**config.mk**
```make
export PLATFORM = sky130hd
export DESIGN_NAME = ula_dram_arbiter_flat
export DESIGN_NICKNAME = d
export VERILOG_FILES = /design/src/rtl/ula_dram_pkg.sv /design/src/rtl/ula_dram_if.sv /design/src/rtl/ula_dram_grant.sv /design/src/rtl/ula_dram_arbiter.sv /design/src/flat_wrapper.sv
export SDC_FILE = /design/constraint.sdc
export NUM_CORES = 1
export LEC_CHECK = 0
export CAP_MARGIN = 20
export CORE_AREA = 2 2 65 113
export CTS_CLUSTER_SIZE = 20
export DETAILED_ROUTE_END_ITERATION = 16
export DIE_AREA = 0 0 67 115
export GPL_TIMING_DRIVEN = 0
export MAX_ROUTING_LAYER = met4
export PLACE_DENSITY = 0.6
export SYNTH_ARGS = -nofsm -noshare
export SYNTH_HDL_FRONTEND = slang
export SYNTH_SLANG_ARGS = --single-unit
```
**constraint.sdc**
```tcl
create_clock -name clk -period 5.1 [get_ports clk]
set_input_delay 1.53 -clock clk [delete_from_list [all_inputs] [get_ports clk]]
set_output_delay 1.53 -clock clk [all_outputs]
set_load 0.05 [all_outputs]
```
**src/rtl/ula_dram_pkg.sv**
```systemverilog
// ula_dram_pkg: shared types and default sizing for the contended DRAM
// arbiter (sequencer states, DRAM cycle types, default widths).
package ula_dram_pkg;

    localparam int DEF_AW         = 14;
    localparam int DEF_STREAK_MAX = 2;

    typedef enum logic [2:0] {
        IDLE,
        ROW,
        RAS,
        CAS1,
        CAS2,
        PRE
    } state_t;

    typedef enum logic [2:0] {
        CYC_NONE,
        CYC_VID,
        CYC_CPU_RD,
        CYC_CPU_WR,
        CYC_RFSH
    } cycle_t;

    function automatic logic is_cpu(cycle_t c);
        return (c == CYC_CPU_RD) || (c == CYC_CPU_WR);
    endfunction

endpackage

```
**src/rtl/ula_dram_if.sv**
```systemverilog
// ula_dram_if: request pads (video sequencer, Z80) and DRAM pad bundle.
// slave = arbiter side, master = pad/sequencer side.
interface ula_dram_if #(
    parameter int AW = ula_dram_pkg::DEF_AW
);
    logic              vid_req;
    logic [AW-1:0]     vid_addr;
    logic              vid_ack;
    logic              vid_strobe;
    logic              n_mreq;
    logic              n_rd;
    logic              n_wr;
    logic              n_rfsh;
    logic              cpu_ram_sel;
    logic [AW-1:0]     cpu_addr;
    logic              cpu_wait;
    logic              cpu_strobe;
    logic [AW/2-1:0]   ma;
    logic              n_ras;
    logic              n_cas;
    logic              n_we;

    modport slave (
        input  vid_req, vid_addr, n_mreq, n_rd, n_wr, n_rfsh, cpu_ram_sel, cpu_addr,
        output vid_ack, vid_strobe, cpu_wait, cpu_strobe, ma, n_ras, n_cas, n_we
    );

    modport master (
        output vid_req, vid_addr, n_mreq, n_rd, n_wr, n_rfsh, cpu_ram_sel, cpu_addr,
        input  vid_ack, vid_strobe, cpu_wait, cpu_strobe, ma, n_ras, n_cas, n_we
    );
endinterface

```
**src/rtl/ula_dram_grant.sv**
```systemverilog
// ula_dram_grant: picks the next DRAM cycle at each decision point
// (IDLE/PRE). Video normally wins; after STREAK_MAX back-to-back video
// grants a waiting CPU gets one cycle. Refresh only fills empty slots.
module ula_dram_grant
    import ula_dram_pkg::*;
#(
    parameter int STREAK_MAX = DEF_STREAK_MAX
) (
    input  logic   clk,
    input  logic   n_rst,
    input  logic   decide,
    input  logic   vid_req,
    input  logic   cpu_req,
    input  logic   cpu_wr,
    input  logic   rfsh_req,
    output cycle_t grant
);
    localparam int SW = $clog2(STREAK_MAX + 1);

    logic [SW-1:0] streak_q, streak_d;
    logic          cpu_turn;

    // priority select; nothing is granted outside a decision point
    always_comb begin
        cpu_turn = cpu_req && (streak_q == SW'(STREAK_MAX));
        grant    = CYC_NONE;
        if (decide) begin
            if (cpu_turn)      grant = cpu_wr ? CYC_CPU_WR : CYC_CPU_RD;
            else if (vid_req)  grant = CYC_VID;
            else if (cpu_req)  grant = cpu_wr ? CYC_CPU_WR : CYC_CPU_RD;
            else if (rfsh_req) grant = CYC_RFSH;
        end
    end

    // streak: saturating count of video grants, cleared by any other outcome
    always_comb begin
        streak_d = streak_q;
        if (decide) begin
            if (grant == CYC_VID) begin
                if (streak_q != SW'(STREAK_MAX)) streak_d = streak_q + 1'b1;
            end else begin
                streak_d = '0;
            end
        end
    end

    // streak register
    always_ff @(posedge clk or negedge n_rst) begin
        if (!n_rst) streak_q <= '0;
        else        streak_q <= streak_d;
    end

endmodule

```
**src/rtl/ula_dram_arbiter.sv**
```systemverilog
// ula_dram_arbiter: shares the 16K contended DRAM between the video fetch
// sequencer and the Z80. Every access is ROW-RAS-CAS1-CAS2-PRE; all pad
// outputs are registered and reflect the state being entered.
// Build option: define ULA_DRAM_REFRESH_EN to turn Z80 refresh MREQs into
// RAS-only refresh cycles; otherwise n_rfsh is ignored.
module ula_dram_arbiter
    import ula_dram_pkg::*;
#(
    parameter int AW         = DEF_AW,
    parameter int STREAK_MAX = DEF_STREAK_MAX
) (
    input logic       clk,
    input logic       n_rst,
    ula_dram_if.slave bus
);
    localparam int HW = AW / 2;

    logic          cpu_req, rfsh_req, n_rfsh_eff, decide;
    cycle_t        grant;
    state_t        state_q, state_d;
    cycle_t        type_q, type_d;
    logic [AW-1:0] addr_q, addr_d;
    logic [HW-1:0] ma_q, ma_d;
    logic          n_ras_q, n_ras_d, n_cas_q, n_cas_d, n_we_q, n_we_d;
    logic          vid_ack_q, vid_ack_d, vid_strobe_q, vid_strobe_d;
    logic          cpu_strobe_q, cpu_strobe_d, cpu_wait_q, cpu_wait_d;

`ifdef ULA_DRAM_REFRESH_EN
    assign n_rfsh_eff = bus.n_rfsh;
    assign rfsh_req   = !bus.n_mreq && !bus.n_rfsh;
`else
    logic unused_n_rfsh;
    assign unused_n_rfsh = bus.n_rfsh;
    assign n_rfsh_eff    = 1'b1;
    assign rfsh_req      = 1'b0;
`endif

    assign cpu_req = !bus.n_mreq && bus.cpu_ram_sel && (!bus.n_rd || !bus.n_wr) && n_rfsh_eff;
    assign decide  = (state_q == IDLE) || (state_q == PRE);

    ula_dram_grant #(.STREAK_MAX(STREAK_MAX)) u_grant (
        .clk      (clk),
        .n_rst    (n_rst),
        .decide   (decide),
        .vid_req  (bus.vid_req),
        .cpu_req  (cpu_req),
        .cpu_wr   (!bus.n_wr),
        .rfsh_req (rfsh_req),
        .grant    (grant)
    );

    // sequencer: next state, then the pad values for the state being entered
    always_comb begin
        state_d      = state_q;
        type_d       = type_q;
        addr_d       = addr_q;
        ma_d         = ma_q;
        n_ras_d      = 1'b1;
        n_cas_d      = 1'b1;
        n_we_d       = 1'b1;
        vid_ack_d    = 1'b0;
        vid_strobe_d = 1'b0;
        cpu_strobe_d = 1'b0;

        case (state_q)
            IDLE, PRE: begin
                if (grant != CYC_NONE) begin
                    state_d = ROW;
                    type_d  = grant;
                    addr_d  = (grant == CYC_VID) ? bus.vid_addr : bus.cpu_addr;
                end else begin
                    state_d = IDLE;
                    type_d  = CYC_NONE;
                end
            end
            ROW:     state_d = RAS;
            RAS:     state_d = CAS1;
            CAS1:    state_d = CAS2;
            CAS2:    state_d = PRE;
            default: state_d = IDLE;
        endcase

        case (state_d)
            ROW: begin
                ma_d      = addr_d[HW-1:0];
                vid_ack_d = (type_d == CYC_VID);
            end
            RAS: begin
                ma_d    = addr_d[HW-1:0];
                n_ras_d = 1'b0;
                n_we_d  = (type_d != CYC_CPU_WR);
            end
            CAS1, CAS2: begin
                // refresh keeps the row on the pads and never strobes CAS
                ma_d    = (type_d == CYC_RFSH) ? addr_d[HW-1:0] : addr_d[AW-1:HW];
                n_ras_d = 1'b0;
                n_cas_d = (type_d == CYC_RFSH);
                n_we_d  = (type_d != CYC_CPU_WR);
                if (state_d == CAS2) begin
                    vid_strobe_d = (type_d == CYC_VID);
                    cpu_strobe_d = is_cpu(type_d);
                end
            end
            default: ; // IDLE/PRE: strobes high, ma holds
        endcase

        // stall the CPU while it asks but does not own the bank
        cpu_wait_d = cpu_req &&
                     !(is_cpu(type_d) && (state_d inside {ROW, RAS, CAS1, CAS2}));
    end

    // state and registered pads; reset aborts any cycle in flight
    always_ff @(posedge clk or negedge n_rst) begin
        if (!n_rst) begin
            state_q      <= IDLE;
            type_q       <= CYC_NONE;
            addr_q       <= '0;
            ma_q         <= '0;
            n_ras_q      <= 1'b1;
            n_cas_q      <= 1'b1;
            n_we_q       <= 1'b1;
            vid_ack_q    <= 1'b0;
            vid_strobe_q <= 1'b0;
            cpu_strobe_q <= 1'b0;
            cpu_wait_q   <= 1'b0;
        end else begin
            state_q      <= state_d;
            type_q       <= type_d;
            addr_q       <= addr_d;
            ma_q         <= ma_d;
            n_ras_q      <= n_ras_d;
            n_cas_q      <= n_cas_d;
            n_we_q       <= n_we_d;
            vid_ack_q    <= vid_ack_d;
            vid_strobe_q <= vid_strobe_d;
            cpu_strobe_q <= cpu_strobe_d;
            cpu_wait_q   <= cpu_wait_d;
        end
    end

    assign bus.ma         = ma_q;
    assign bus.n_ras      = n_ras_q;
    assign bus.n_cas      = n_cas_q;
    assign bus.n_we       = n_we_q;
    assign bus.vid_ack    = vid_ack_q;
    assign bus.vid_strobe = vid_strobe_q;
    assign bus.cpu_strobe = cpu_strobe_q;
    assign bus.cpu_wait   = cpu_wait_q;

endmodule

```
**src/flat_wrapper.sv**
```systemverilog
// flat-port wrapper written by rule: the top's interface ports become plain ports
module ula_dram_arbiter_flat import ula_dram_pkg::*;
#(
    parameter int AW         = DEF_AW,
    parameter int STREAK_MAX = DEF_STREAK_MAX
)
  (clk, n_rst, bus_vid_req, bus_vid_addr, bus_n_mreq, bus_n_rd, bus_n_wr, bus_n_rfsh, bus_cpu_ram_sel, bus_cpu_addr, bus_vid_ack, bus_vid_strobe, bus_cpu_wait, bus_cpu_strobe, bus_ma, bus_n_ras, bus_n_cas, bus_n_we);
  ula_dram_if #(.AW(AW)) bus_i ();
  input logic clk;
  input logic n_rst;
  input wire logic [$bits(bus_i.vid_req)-1:0] bus_vid_req;
  input wire logic [$bits(bus_i.vid_addr)-1:0] bus_vid_addr;
  input wire logic [$bits(bus_i.n_mreq)-1:0] bus_n_mreq;
  input wire logic [$bits(bus_i.n_rd)-1:0] bus_n_rd;
  input wire logic [$bits(bus_i.n_wr)-1:0] bus_n_wr;
  input wire logic [$bits(bus_i.n_rfsh)-1:0] bus_n_rfsh;
  input wire logic [$bits(bus_i.cpu_ram_sel)-1:0] bus_cpu_ram_sel;
  input wire logic [$bits(bus_i.cpu_addr)-1:0] bus_cpu_addr;
  output wire logic [$bits(bus_i.vid_ack)-1:0] bus_vid_ack;
  output wire logic [$bits(bus_i.vid_strobe)-1:0] bus_vid_strobe;
  output wire logic [$bits(bus_i.cpu_wait)-1:0] bus_cpu_wait;
  output wire logic [$bits(bus_i.cpu_strobe)-1:0] bus_cpu_strobe;
  output wire logic [$bits(bus_i.ma)-1:0] bus_ma;
  output wire logic [$bits(bus_i.n_ras)-1:0] bus_n_ras;
  output wire logic [$bits(bus_i.n_cas)-1:0] bus_n_cas;
  output wire logic [$bits(bus_i.n_we)-1:0] bus_n_we;
  assign bus_i.vid_req = bus_vid_req;
  assign bus_i.vid_addr = bus_vid_addr;
  assign bus_i.n_mreq = bus_n_mreq;
  assign bus_i.n_rd = bus_n_rd;
  assign bus_i.n_wr = bus_n_wr;
  assign bus_i.n_rfsh = bus_n_rfsh;
  assign bus_i.cpu_ram_sel = bus_cpu_ram_sel;
  assign bus_i.cpu_addr = bus_cpu_addr;
  assign bus_vid_ack = bus_i.vid_ack;
  assign bus_vid_strobe = bus_i.vid_strobe;
  assign bus_cpu_wait = bus_i.cpu_wait;
  assign bus_cpu_strobe = bus_i.cpu_strobe;
  assign bus_ma = bus_i.ma;
  assign bus_n_ras = bus_i.n_ras;
  assign bus_n_cas = bus_i.n_cas;
  assign bus_n_we = bus_i.n_we;
  ula_dram_arbiter #(.AW(AW), .STREAK_MAX(STREAK_MAX)) u_core (.clk(clk), .n_rst(n_rst), .bus(bus_i));
endmodule
```
==> key figures <==
GRT
  – GRT Total Usage: roughly 18%
  – Residual overflow from global routing: 0
  – Wire length of the first global-routing pass: 10.2 mm
  – Pin count of the biggest net entering global routing: 37
  – Initial antenna violation count: 0
  – Via count of the first global-routing pass: just over 2000

Yosys
  – Top cell type's share of synthesized area: roughly two fifths
  – Flip-flop cell with the highest count after synthesis: dfrtp_1
  – Post-synthesis average cell area: 9.17 sq um
  – Most frequent cells after synthesis: 33 x dfrtp_1, 20 x nand2_1, 19 x nor2_1
  – Largest cells by area after synthesis: dfrtp_1 39%, a221oi_1 4.1%, dfstp_2 3.7%
  – Number of enable flip-flop cells after synthesis: 0
  – Cell area after technology mapping: 0.00213 sq mm
  – Yosys warning total: 0
  – Post-synthesis sequential area ratio: 42.5%
  – Register bit count reported by yosys: 36
  – Ys async rst share: 100%
  – Biggest area consumer among synthesized cells: dfrtp_1
  – Instance count of the mapped netlist: between 200 and 250
  – Top-count cell post-synth: dfrtp_1
  – Synth cell types: 45
  – Net Count, Synth: roughly 270

Routing
  – WL per Instance: 16.9 um
  – Antenna viol nets, final: 0
  – Final wirelength: approximately 6.3 mm
  – Length of the first detailed-routing pass in iterations: 4
  – Starting DRC count in detailed routing: 81
  – DRC errors left: 0
  – Vias per cell: 5.51
  – Via count: a little over 2000

Setup path
  – Worst endpoint data arrival time: approximately 3600 ps
  – Buffering stage count on the worst path with inverters included: 2
  – Element type at the critical path start: primary input
  – Crit. End Element: flop
  – Worst Path Required: 5240 ps
  – Cell class contributing the biggest share of worst-path delay: buffers and inverters
  – Critical path's slowest cell: clkdlybuf4s50_1
  – Launching instance or port of the critical path: bus_n_rd
  – Startpoint of the worst register-to-register path: u_core.u_grant.streak_q[0]
  – Cell breakdown of the critical path: clkdlybuf4s50_1, and2_1, nor2_1, clkbuf_1, o21ai_0, o22ai_1, a21oi_1
  – CP peak stage delay: approximately 550 ps
  – Type of the worst setup path: primary input to flop
  – Peak fanout along the critical path: 10

Timing
  – RSZ-0062 raised after global routing: false
  – Number of failing hold endpoints at the final stage: 0
  – Final period util: 68.5%
  – Worst-margin pin slew: 822 ps
  – Max-Slew Margin vs Limit: 45.2%
  – Post-Route Hold Slack: 517 ps
  – Final Max Slew Viols: 0
  – Tmin final: 3500 ps
  – Slack of the critical path: 1600 ps
  – Final setup viols: 0
  – Total negative slack: 0 ps
  – Setup clock skew after layout: 4.53 ps
  – Timing-limited maximum frequency: 286 MHz

Clocking
  – Clock latency on the worst-skew pair: 280 ps
  – Clock net sink count: 36
  – Total CTS buffers: 5
  – Buffer cell driving the clock tree root: clkbuf_16
  – TritonCTS clock tree: done
  – Clock H-tree levels: 2
  – Number of post-CTS setup repair buffers: 0
  – Clock transition time at the flip-flop clock pins of the worst setup and hold paths: 60 ps
  – Buffer depth of the longest clock path: 2
  – Post-CTS sizing: 0
  – Quantity of hold-fixing buffers added after cts: 0

Flow run
  – Max-cap check violation count: 0

Floorplan
  – Width of the die: 67 um
  – Core ar.: slightly below 0.007 sq mm
  – IO Count: 50
  – Area of the die: 0.00771 sq mm
  – Die Span Y: 115 um
  – Initial core utilization: a little under a third
  – Standard-cell row count: 40

Final layout
  – Count of fill cells added during filler insertion: 709
  – Synthesis-to-finish area growth: 33.4%
  – Layout cell share with drive strength beyond 1: 8.04%
  – Final nets: 322
  – Number of diodes added for antenna fixing: 0

Power
  – Maximum vdd drop: between 0.00015 and 0.0002 V
  – Leakage power: ~1.1 nW
  – PD cells: about 640 mW/mm^2

Place
  – Estimated wirelength of the detail-placed design: 4.79 mm
  – Place WS: 1290 ps
  – Number of input and output port buffers inserted: 46
  – GP Congestion: 0.858

Hold path
  – Worst hold path type: flop to flop
  – Launch instance of the worst min-delay path: u_core.bus.ma[6]

Outcome
  – Status: finished, final reports clean
==> area by class of cell <==
cell class                      instances  area [sq um]  share of cell area, %
Inverter                                4          15.0                  0.529
Multi-Input combinational cell        173          1110                   39.0
Clock buffer                            7           143                   5.02
Buffer                                 19           103                   3.61
Timing Repair Buffer                   46           455                   16.0
Sequential cell                        36           905                   31.9
Clock inverter                          1          7.51                  0.264
Tap cell                               84           105                   3.70
==> cells in the final DEF (no fill, tap or decap), types with 8 or more instances in the layout <==
cell type	count
nor3_1	8
a21oi_1	14
clkdlybuf4s50_1	45
clkbuf_1	12
o21ai_0	14
nor2_1	19
a221oi_1	10
dfrtp_1	33
o22ai_1	10
nand2_1	20
==> sequential cells by signal (all words and copies together), names as in the netlist, 2 cells and up <==
| name | cells |
|---|---|
| u_core.type_q | 3 |
| u_core.u_grant.streak_q | 2 |
| u_core.addr_q | 14 |
| u_core.bus.ma | 7 |
| u_core.state_q | 3 |
==> worst register-to-register path, stage by stage (launching register included) <==
cell and delay (ps):
dfrtp_1 390, inv_1 80, ha_1 290, and3b_1 270, buf_2 230, nand2_1 220, a31oi_1 230, a2bb2oi_1 230
a31oi_1 120
==> final timing paths <==
kind	endpoint	slack, ps	depth (start not counted)
worst max-delay path	u_core.addr_q[10]	1600	7
worst min-delay path	u_core.bus.ma[6]	520	1
worst max register to register	u_core.bus.ma[3]	2900	8
worst min register to register	u_core.bus.ma[6]	520	1
max in group asynchronous	u_core.bus.ma[4]	3230	1
min in group asynchronous	u_core.bus.ma[3]	1340	1
==> kinds of logic (layout without fill, tap and decap cells) <==
logic type | count (synthesis) | in the layout | share of synthesized area (%)
AO/OA/AOI/OAI | 86 | 86 | 28.1
XOR/XNOR | 2 | 2 | 1.71
adder cells (fa/ha/maj) | 1 | 1 | 0.588
buffers and inverters | 23 | 77 | 5.53
flip-flops | 36 | 36 | 42.5
AND/OR/NAND/NOR | 84 | 84 | 21.6
==> report_power, final <==
part	switching [mW]	internal, mW
Combinational	0.579	0.413
Sequential	0.0942	0.419
Clock	0.118	0.195
Total	0.792	1.03
==> metal layers <==
metal  up-vias  part of all wire (%)  track usage (%)
met5         -                     0                -
met4         0                   3.7             10.2
met3        15                   3.0             2.25
met2        52                    54             31.7
met1       975                    39             19.2
li1        996                     -                -
==> per-stage QoR <==
step / power (mW) / utilization (%) / cells / cell area, sq um
floorplan: 1.22 / - / 232 / 2130
global placement: 1.50 / 39.6 / 362 / 2690
detailed placement: 1.51 / 39.5 / 362 / 2690
CTS: 1.83 / 41.7 / 370 / 2840
global route: 1.94 / 41.7 / 370 / 2840
finish: 1.82 / 41.7 / 370 / 2840
Note: power is estimated with default switching activity, not from simulation.
